[src/rtl/mfm_encoder.sv]
// MFM write-data encoder: serializes bytes from a single holding register into
// clock/data half-cells of HC clocks and emits a pulse on each 1 half-cell.
module mfm_encoder #(
   parameter int clkspd     = 65000000,
   parameter int bitrate    = 500000,
   parameter int pulsewidth = 8
) (
   input  logic       i_Clk,
   input  logic       i_Reset,
   input  logic       i_Enable,
   input  logic [7:0] i_Data,
   input  logic       i_Sync,
   input  logic       i_Valid,
   output logic       o_Ready,
   output logic       o_Write,
   output logic       o_Busy,
   output logic       o_Underrun
);

   localparam int HC = clkspd / (2 * bitrate);
   localparam int CW = $clog2(HC + 1);

   typedef enum logic {IDLE, SEND} state_t;

   state_t        state;
   logic [7:0]    hold_data;
   logic          hold_sync;
   logic          hold_full;
   logic [7:0]    sh_data;
   logic          sh_sync;
   logic          prev_data;
   logic [2:0]    bit_idx;
   logic          phase;      // 0: clock half-cell, 1: data half-cell
   logic [CW-1:0] cnt;

   logic cur_bit;
   logic half_val;
   logic last_cnt;
   logic accept;

   assign o_Ready  = i_Enable && !hold_full;
   assign o_Busy   = (state == SEND);
   assign accept   = i_Valid && o_Ready;
   assign cur_bit  = sh_data[bit_idx];
   assign last_cnt = (cnt == CW'(HC - 1));
   // Sync marks drop the clock transition between bits 3 and 2.
   assign half_val = phase ? cur_bit
                           : (!prev_data && !cur_bit && !(sh_sync && bit_idx == 3'd2));

   always_ff @(posedge i_Clk or posedge i_Reset) begin
      if (i_Reset) begin
         state      <= IDLE;
         hold_data  <= '0;
         hold_sync  <= 1'b0;
         hold_full  <= 1'b0;
         sh_data    <= '0;
         sh_sync    <= 1'b0;
         prev_data  <= 1'b0;
         bit_idx    <= '0;
         phase      <= 1'b0;
         cnt        <= '0;
         o_Write    <= 1'b0;
         o_Underrun <= 1'b0;
      end else if (!i_Enable) begin
         state      <= IDLE;
         hold_full  <= 1'b0;
         prev_data  <= 1'b0;
         phase      <= 1'b0;
         cnt        <= '0;
         o_Write    <= 1'b0;
         o_Underrun <= 1'b0;
      end else begin
         if (accept) begin
            hold_data <= i_Data;
            hold_sync <= i_Sync;
            hold_full <= 1'b1;
         end
         case (state)
            IDLE: begin
               o_Write <= 1'b0;
               if (hold_full) begin
                  state     <= SEND;
                  sh_data   <= hold_data;
                  sh_sync   <= hold_sync;
                  hold_full <= 1'b0;
                  prev_data <= 1'b0;
                  bit_idx   <= 3'd7;
                  phase     <= 1'b0;
                  cnt       <= '0;
               end
            end
            SEND: begin
               o_Write <= half_val && (cnt < CW'(pulsewidth));
               if (!last_cnt) begin
                  cnt <= cnt + 1'b1;
               end else begin
                  cnt <= '0;
                  if (!phase) begin
                     phase <= 1'b1;
                  end else begin
                     phase     <= 1'b0;
                     prev_data <= cur_bit;
                     if (bit_idx != 3'd0) begin
                        bit_idx <= bit_idx - 1'b1;
                     end else if (hold_full) begin
                        // Seamless reload keeps the half-cell stream gap-free.
                        sh_data   <= hold_data;
                        sh_sync   <= hold_sync;
                        hold_full <= 1'b0;
                        bit_idx   <= 3'd7;
                     end else begin
                        state      <= IDLE;
                        o_Underrun <= 1'b1;
                     end
                  end
               end
            end
            default: state <= IDLE;
         endcase
      end
   end

endmodule

[config.mk]
export PLATFORM = sky130hd
export DESIGN_NAME = mfm_encoder
export DESIGN_NICKNAME = d
export VERILOG_FILES = /design/src/rtl/mfm_encoder.sv
export SDC_FILE = /design/constraint.sdc
export NUM_CORES = 1
export LEC_CHECK = 0
export CAP_MARGIN = 10
export CORE_MARGIN = 2
export CORE_UTILIZATION = 40
export DETAILED_ROUTE_END_ITERATION = 7
export DONT_BUFFER_PORTS = 1
export PLACE_DENSITY_LB_ADDON = 0.05
export RECOVER_POWER = 25
export SYNTH_ARGS = -nofsm -noshare
export SYNTH_HDL_FRONTEND = slang
export SYNTH_SLANG_ARGS = --single-unit
[constraint.sdc]
create_clock -name i_Clk -period 2.04 [get_ports i_Clk]
set_input_delay 0.102 -clock i_Clk [delete_from_list [all_inputs] [get_ports i_Clk]]
set_output_delay 0.102 -clock i_Clk [all_outputs]
set_load 0.02 [all_outputs]
==> summary.md, run 1 <==
For the final routed database, the setup TNS stands at 0 ns. Post-CTS repair changed the size of 0 cells. The die covers 4653 µm². Cell type with the highest aggregate area in the netlist: dfrtp_1. The sequential cell area fraction in the yosys report is 0.5159.

The quantity of I/O buffers inserted on ports came out at 0. The type of the worst setup path is flip-flop to flip-flop. The floorplan step set the die width to 68.21 µm. Counting the buffers created by CTS gives 5. The fraction of met2 tracks used by global routing came out at 0.2136.

Clock skew on the completed layout was measured at 0.004682 ns. The later pin in the worst-skew pair is clocked with a latency of 0.29 ns. The share of the clock period used by the worst path after layout works out to 0.9373. For the core area, the log shows 3971 µm². The flop-to-flop setup slack was 0.13 ns. Summing every instance area after synthesis gives 1649 µm².

Most common library cell in the layout ignoring fill and taps: dfrtp_1. Across all hold checks on the routed design, the worst slack comes to 0.07971 ns. Entering global routing, the biggest net connects 35 pins. The number of stages on the worst setup path came out at 6. The worst-case IR drop observed on VDD is 0.0005093 V. The overall routed net length is 2975 µm. The number of storage elements in the synthesis netlist works out to 34.

TritonCTS built the clock tree. No sink is reached through more buffers than the 2 on the longest clock path. Pin placement for this block handled 17 I/O pins. The detail route stage leaves a number of antenna-violating nets equal to 0. The clock period minus worst slack works out to 1.912 ns.

The first detailed-routing pass took 4 iterations. After synthesis, the largest family of logic cells by area is multiplexers. The master cell of the clock root buffer was clkbuf_8. The detailed router placed 1093 vias in this run. The fraction of synthesized cell area taken by the top area cell type came out at 0.5159. The tools report the launching element of the worst setup path as bit_idx[0]. Required time of the worst setup path: 2.21 ns. At the pin with the least slew margin, the transition time is 0.8250 ns. The worst setup path is launched from a flip-flop. For this run, the top clock speed supported by timing is 523.0 MHz. Global-route met3 utilization: 0.04441.

The number of flops mapped to enable cells by yosys works out to 0. Among all flip-flop cells after synthesis, the most frequent one is dfrtp_1. After clock tree synthesis, the clock-pin slew on the worst setup and hold paths is 0.07 ns. Setup repair after global routing left no endpoint under its margin. On the critical path the largest part of the delay comes from flip-flops. The tools report the number of antenna violations at the first check in global routing as 0. The run finished with clean final reports.

The total of warnings raised by yosys is 0, and the detailed-route vias per instance is 5.306. The run gives 0.4500 as the worst relative slew slack. The maximum fanout encountered on the critical timing path is 10. The number of nets in the finished design is 173, and the XOR/XNOR share of the synthesized area is 0.01593.

After clock tree synthesis, the flow added hold-fix buffers numbering 11. The class of the worst hold path is primary input to flip-flop. STA classifies the critical path endpoint as a flip-flop. For this design, the slowest cell found on the critical path is dfrtp_1.

For this design, the sink count on the clock tree is 34. Synthesis handed over a netlist of 136 instances. The run gives 0 as the final-report max-slew violation count. The fraction of the mapped netlist area in adder cells was 0.03794; the fraction of final layout cells sized beyond drive strength 1 was 0.2372. The static leakage came out at 0.8415 nW. The synthesized-area fraction occupied by ao, oa, aoi and oai cells works out to 0.09939. Once detailed placement completed, the half-perimeter wirelength came to 2070 µm. Global routing finished with a remaining overflow of 0. The simple logic cell fraction of the synthesized area came out at 0.1282. The fraction of synthesis flops using an asynchronous set or reset pin was 1.000; the number of nets produced by synthesis was 154. Source of the worst register-to-register timing path: bit_idx[0]. The site row count was 23.

The first global-routing pass estimated 4933 µm of wire. Post-CTS timing repair inserted 0 buffers for setup. The final-report setup violation count was 0. The largest incremental delay on the critical path was 0.43 ns.

At the worst endpoint, the arrival time is 2.08 ns. The power density normalized to cell area works out to 829.3 nW/µm². In the routed design, unresolved DRC markers number 0. Compared with the post-synthesis result, the final layout area differs by 16.62%. The starting density of the core came out at 0.4152. The max-cap check violation count is 0. After detailed routing, the average wire length per cell comes to 14.44 µm.

The CTS H-tree depth is 2. The run gives 0 as the count of final hold-check violations. For the via count of the first global-routing pass, the log shows 1015. The height of the die was 68.21 µm; the logic depth of the worst register-to-register path was 6.

The routing usage on met1 was 0.2059. The endpoint identified for the worst register-to-register timing path is sh_data[4]. The multiplexer share of the synthesized area is 0.1692. After synthesis, the cell types taking the most area are dfrtp_1, mux2_2, ha_1. At the end of routability-driven placement, the weighted congestion stood at 0.7315.

The number of design-rule violations left by the first detailed-router iteration is 58, and the total global-route track usage is 0.1517. The most critical setup path has its endpoint at sh_data[4]. The combined buffer and inverter count along the critical path came out at 1. Leaving out fill and tap cells, the most frequent cells in the layout are dfrtp_1, mux2_2, dlygate4sd3_1.

After global routing, the most crowded layer is met2. The antenna diode count is 0, and the mean post-synth cell area is 12.13 µm². The signal on the critical path passes through inv_1, ha_1, nand2b_1, nor3_4, o211ai_4, mux2_2. Number of distinct library cells after synthesis: 37.
## routing by layer
metal | vias up | part of all wire
li1 | 527 | -
met1 | 532 | 0.48
met5 | - | 0
met2 | 27 | 0.45
met4 | 0 | 0.025
met3 | 7 | 0.045
## cells in the mapped netlist, drive strengths merged (3+ instances only)
cell	count
a21o	3
buf	4
dfrtp	34
ha	5
inv	8
mux2	19
nand2	7
nand3	5
nor2	6
nor3	7
o21ai	5
or3	3
## layout make-up
class | instances | area, µm²
repair buffers | 16 | 145.1
clock inverters | 1 | 5.005
flip-flops and latches | 34 | 850.8
multi-input cells | 90 | 743.2
fillers | 377 | 2048
clock buffers | 7 | 86.33
inverters | 8 | 30.03
well taps | 50 | 62.56
## sequential cells by signal (all words and copies together) (netlist names), 3 cells and up
signal and flops:
cnt 7, sh_data 8, bit_idx 3, hold_data 8
## metrics by stage
stage          area (µm²)  worst slack, ns  cells  total power [mW]    util
4_1_cts              1926          0.08646    206             1.625  0.4849
2_1_floorplan        1649           0.3305    136             1.030       -
5_1_grt              1923          0.01671    206             1.685  0.4842
6_report             1923           0.1279    206             1.595  0.4842
3_5_place_dp         1724           0.1051    187             1.086  0.4342
3_3_place_gp         1724           0.1706    187             1.080  0.4342
## cell families (layout without fill, tap and decap cells)
| logic type | Yosys count | after routing |
|---|---|---|
| and+or+nand+nor | 38 | 38 |
| adders and majority gates | 5 | 5 |
| muxes | 23 | 23 |
| DFF | 34 | 34 |
| AOI/OAI and AO/OA | 21 | 21 |
| xor gates and xnor gates | 3 | 3 |
| buffers and inverters | 12 | 32 |
## power breakdown
part	leakage (nW)	switching, mW	internal, mW
clock	0.0482	0.242	0.272
sequential	0.419	0.0644	0.784
combinational	0.374	0.0839	0.149
total	0.841	0.390	1.20
## worst min-delay path by stage
stage / start / to / slack [ns] / cells past startpoint
5_1_grt: i_Enable / phase / 0.09 / 2
3_5_place_dp: i_Reset / cnt[4] / 0.11 / 2
4_1_cts: i_Enable / hold_full / 0.07 / 2
6_report: i_Enable / phase / 0.08 / 2
2_1_floorplan: i_Reset / bit_idx[0] / 0.24 / 1
3_3_place_gp: i_Reset / cnt[4] / 0.12 / 2
Power figures use the tool's default switching activity.
==> inputs of run 2 (changes only) <==
RECOVER_POWER = unset   (was 25)
==> run 2 against run 1 <==
Against the previous run:
- clock skew did not move
- largest power group unchanged
- largest cell class unchanged
- register-to-register slack barely moved
- utilization is 0.063 points higher
- total power about the same
- clock power about the same
- cell area rose by 0.13%
==> summary.md, run 2 (synthesis results as in run 1) <==
The run finished with clean final reports. The data arrival time of the worst path was 2.08 ns; the overall routed net length was 2974 µm. The maximum clock path buffer count is 2. In this run the standard cell core region covers 3971 µm². The filler cells instantiated in the layout total 376. For this run, the detailed router's first-pass iteration total came to 4. The number of nets in the finished design was 173. The reg-to-reg critical path endpoint is sh_data[4]. Buffers placed on the I/O ports in this run total 0. In the final layout, the registers with the most flip-flops are hold_data x8, sh_data x8, cnt x7.

Based on the critical path, the design can be clocked at up to 523.0 MHz. The number of clock buffers added by TritonCTS is 5. The worst-skew pair later-pin latency is 0.29 ns, and the pre-CTS worst setup slack is 0.1051 ns. The total I/O pin count was 17; the via total after detailed routing was 1094. The logic depth of the worst register-to-register path was 6; the buffer count from post-CTS setup fixing was 0. The worst setup path is captured at a flip-flop. Setup repair after global routing left no endpoint under its margin. Counting every sink on the clock net gives 34.

The tools report the capture point of the critical path as sh_data[4]. The tools report the startpoint kind of the worst setup timing path as a flip-flop. The die is 68.21 µm tall. The clock tree synthesis step divided the H-tree into 2 levels.

The residual antenna-violating net count after detailed routing is 0. The horizontal extent of the die is 68.21 µm. The logs give 1015 for the via count of the first global-routing pass and 0.8421 nW for the static leakage. TritonCTS built the clock tree. The congestion estimate from routability-driven global placement came to 0.7315. Fraction of final layout cells sized beyond drive strength 1: 0.2372. The maximum fanout encountered on the critical timing path came out at 10. The average detailed-routed wire length per instance is 14.44 µm, and the number of antenna violations at the first check in global routing is 0.

The setup path with the least slack is of type flip-flop to flip-flop. In this run the cell area measured after placement is 1724 µm². Across all hold checks on the routed design, the worst slack comes to 0.07971 ns. Synthesis-to-finish area growth: 16.77%.

Launching element of the worst setup path: bit_idx[0]. After routing the design area is 1926 µm². The site row count is 23, and the final-report max-slew violation count is 0.

The run gives 0.004682 ns as the clock skew after layout. The first global-routing pass estimated 4933 µm of wire. The clock period minus worst slack is 1.912 ns.

CTS placed an instance of clkbuf_8 at the clock tree root. After layout, the worst setup slack is 0.1279 ns. The tools report the number of design rule violations left after detail routing as 0.

In the layout the commonest cells are dfrtp_1, mux2_2, dlygate4sd3_1. STA puts the critical path data required time at 2.21 ns. For the sum of negative setup slack, the log shows 0 ns. The tools report the total die area as 4653 µm². The first routing iteration left 58 violations.

The logs give 0.0005093 V for the worst IR drop on VDD and 0.6488 for the worst relative slew slack. Max-cap violations in this run came to 0. The tools report the final-report setup violation count as 0. The largest net degree at the start of global routing is 35, and the clock edge transition at the registers on the reported setup and hold paths is 0.07 ns. The flop-to-flop setup slack came out at 0.13 ns. The total power of the final layout is 1.596 mW, and the pin slew with the least headroom to its limit is 0.5255 ns. The share of the clock period used by the worst path after layout was 0.9373. The total global-route track usage was 0.1517.

The tools report the source of the worst register-to-register timing path as bit_idx[0]. The antenna diode count was 0. Dividing total power by cell area gives a power density of 828.6 nW/µm². The run gives 187 as the placed instance count.

The run gives 0.4152 as the starting density of the core. The logs give 0 for the count of final hold-check violations and 0.4849 for the final design utilization. Leaving out fill and tap cells, the most frequent cell in the layout is dfrtp_1. The HPWL after detailed placement is 2070 µm. The detailed-route vias per instance is 5.311. The final standard cell count with taps included and fillers excluded came out at 206.

The path class of the tightest hold or removal check is primary input to flip-flop. After global routing the overflow that remains totals 0.
==> run 2: worst min path at each step <==
stage,from,to,slack [ns],depth (start not counted)
5_1_grt,i_Enable,phase,0.09,2
4_1_cts,i_Enable,hold_full,0.07,2
3_5_place_dp,i_Reset,cnt[4],0.11,2
2_1_floorplan,i_Reset,bit_idx[0],0.24,1
6_report,i_Enable,phase,0.08,2
3_3_place_gp,i_Reset,cnt[4],0.12,2
==> run 2: critical path, stage by stage, from the launching register on <==
cell	delay, ns
dfrtp_1	0.43
inv_1	0.12
ha_1	0.23
nand2b_1	0.18
nor3_4	0.09
o211ai_4	0.36
mux2_2	0.38
==> run 2: where the power goes <==
group / switching, mW / internal [mW]
Sequential: 0.0644 / 0.784
Clock: 0.242 / 0.272
Combinational: 0.0840 / 0.149
==> run 2: cell type report <==
cell class | count | area, µm² | area share
Sequential cell | 34 | 850.8 | 0.4418
Multi-Input combinational cell | 90 | 743.2 | 0.3860
Timing Repair Buffer | 16 | 147.6 | 0.07667
Clock buffer | 7 | 86.33 | 0.04483
Tap cell | 50 | 62.56 | 0.03249
Inverter | 8 | 30.03 | 0.01559
Clock inverter | 1 | 5.005 | 0.002599
==> run 2: layer usage <==
metal | part of all wire | GRT usage | vias to the layer above
met1 | 0.48 | 0.2059 | 533
met5 | 0 | 0 | -
met3 | 0.045 | 0.04441 | 7
met2 | 0.45 | 0.2136 | 27
li1 | - | - | 527
met4 | 0.025 | 0.09000 | 0
==> run 2: what timing repair did <==
item | CTS | global route
hold endpoints to repair | 48 | 0
resized for setup | 0 | 0
hold buffers | 11 | 0
==> inputs of run 3 (changes only) <==
BUFFER_PORTS_ARGS = -buffer_cell sky130_fd_sc_hd__buf_2   (was unset)
CORE_UTILIZATION = 45   (was 40)
DONT_BUFFER_PORTS = unset   (was 1)
==> run 3 against run 2 <==
Against the previous run:
- count of clock-buffer cells in the layout is 1 lower
- cell area is 2.3% higher
- utilization increased by 9.2 points
- die area decreased by 10%
- clock power shrank 29%
- hold slack better by 0.036 ns
- fmax up 1.5%
- first-iteration DRC count down 26%
- sequential power is essentially flat
- largest power group unchanged
==> summary.md, run 3 (synthesis results as in run 1) <==
The max-cap check violation count was 0; the data arrival time of the worst path was 2.10 ns. The run finished with clean final reports. Number of sinks driven by the clock tree: 34. The final-report max-slew violation count was 0. The floorplan step defined a die boundary enclosing 4165 µm². The analysis attributes to net switching a power of 0.3654 mW. The half-perimeter wire length of the detailed placement result was 2113 µm; the hold slack was 0.1155 ns. 0 antenna diodes ended up in the layout. Before antenna repair, the detailed router went through 4 iterations. Buffers inserted during clock tree synthesis total 5. Of all nets on the critical path, the largest fanout is 10. Derived from the worst setup path, the maximum achievable clock frequency is 530.7 MHz. For the pin with the worst max-slew slack, the measured transition is 0.4804 ns. The horizontal extent of the die is 64.54 µm, and the quantity of I/O buffers inserted on ports is 16. In the layout the commonest cells are dfrtp_1, mux2_2, buf_2. Counting I/O delays and the setup requirement, the final critical path takes 1.884 ns. The largest registers in the layout are hold_data x8, sh_data x8, cnt x7.

Via count of the first global-routing pass: 1188. Startpoint kind of the worst setup timing path: a flip-flop. The logs give 0.6790 for the worst relative slew slack and 35 for the largest net degree at the start of global routing. For the number of design-rule violations left by the first detailed-router iteration, the log shows 43. Maximum clock path buffer count: 2.

The power density normalized to cell area is 741.6 nW/µm², and the synthesis-to-finish area growth is 19.50%. The type of the worst setup path was flip-flop to flip-flop. In this run the static leakage power is 0.9011 nW. The count of final hold-check violations is 0.

The logs give 0.578 for the power share of the sequential group and 0.01180 ns for the clock skew after layout. Setup repair after global routing left no endpoint under its margin. The run gives 0 as the number of antenna violations at the first check in global routing. The fraction of final layout cells sized beyond drive strength 1 was 0.3118.

TritonCTS built the clock tree. After clock tree synthesis, the clock-pin slew on the worst setup and hold paths is 0.10 ns. The first global-routing pass estimated 5430 µm of wire. Clock latency on the worst-skew pair, taken at its later pin, is 0.34 ns. The run gives 0.251 as the clock network fraction of design power. The overall routed net length came out at 3038 µm. After floorplanning, the core was divided into 21 placement rows.

The internal portion of the total power is 1.096 mW. The via total after detailed routing was 1138. After detailed routing, the average wire length per cell comes to 14.06 µm. The core region is 3416 µm².

The starting density of the core was 0.4828. The class of the worst hold path is primary input to flip-flop. STA classifies the critical path endpoint as a flip-flop. Required time of the worst setup path: 2.26 ns.

Most common library cell in the layout ignoring fill and taps: dfrtp_1. Clock tree synthesis selected as its root buffer the cell clkbuf_4. For the final routed database, the setup TNS stands at 0 ns. The total global-route track usage is 0.1731, and the height of the die is 64.54 µm.

Routability-driven placement finished with a final weighted congestion of 0.7819. The run gives 2 as the CTS H-tree depth. The logs give 0 for the global-route congestion overflow total and 0.171 for the combinational share of power. In the routed design, unresolved DRC markers number 0. The tools report the final design utilization as 0.5769. The detailed-route vias per instance is 5.269. Fraction of power spent switching nets: 0.2500. The share of the clock period used by the worst path after layout works out to 0.9236.

The detail route stage leaves a number of antenna-violating nets equal to 0. The run gives 0.0005082 V as the worst IR drop on VDD. The final-report setup violation count was 0. Pin placement for this block handled 17 I/O pins. In the final design database the tool counted 189 nets.
[run 3: worst paths after layout]
check                           cells after the start  slack [ns]  startpoint            to
worst max-delay path                                7        0.16      cnt[0]    sh_data[3]
worst min-delay path                                2        0.12    i_Enable        cnt[0]
worst max register to register                      7        0.16      cnt[0]    sh_data[3]
worst min register to register                      1        0.50   prev_data     prev_data
max in group asynchronous                           4        1.35     i_Reset  hold_data[0]
min in group asynchronous                           4        0.38     i_Reset        cnt[2]
[run 3: metrics by stage]
stage,instance area [µm²],power [mW],worst slack (ns),instances
3_5_place_dp,1784,1.098,0.1400,197
2_1_floorplan,1649,1.030,0.3305,136
3_3_place_gp,1784,1.087,0.1882,197
5_1_grt,1971,1.557,0.02090,216
4_1_cts,1936,1.489,0.1098,213
6_report,1971,1.461,0.1558,216
[run 3: layout make-up]
| type | count | area, µm² |
|---|---|---|
| fill | 318 | 1445 |
| clock buffer | 6 | 51.30 |
| tap | 46 | 57.56 |
| inverter | 8 | 30.03 |
| sequential | 34 | 850.8 |
| timing repair buffer | 32 | 237.7 |
| multi-input combinational | 90 | 743.2 |
[run 3: repair_timing]
item                                    CTS  global route
resized for setup                         0             0
buffers inserted                          0             3
hold buffers                             10             0
endpoints found under the hold margin    43             0
endpoints found under the setup margin    0             9
[run 3: metal layers]
metal,part of all wire,GRT usage
met5,0,0
met4,0.024,0.08777
met3,0.030,0.04167
met2,0.52,0.2969
met1,0.43,0.2021
[run 3: worst max-delay path: stages (launching register included)]
cell	delay [ns]
dfrtp_1	0.43
inv_1	0.09
ha_1	0.21
nand4b_1	0.22
nor3_4	0.28
o211ai_4	0.12
buf_12	0.16
mux2_2	0.26
[run 3: power by group through the flow]
stage,Sequential [mW],Clock (mW),Combinational [mW]
after global routing,0.862,0.419,0.276
after CTS,0.848,0.391,0.251
after detailed placement,0.862,0,0.236
after floorplan,0.835,0,0.195
after global placement,0.859,0,0.227
final,0.845,0.367,0.250
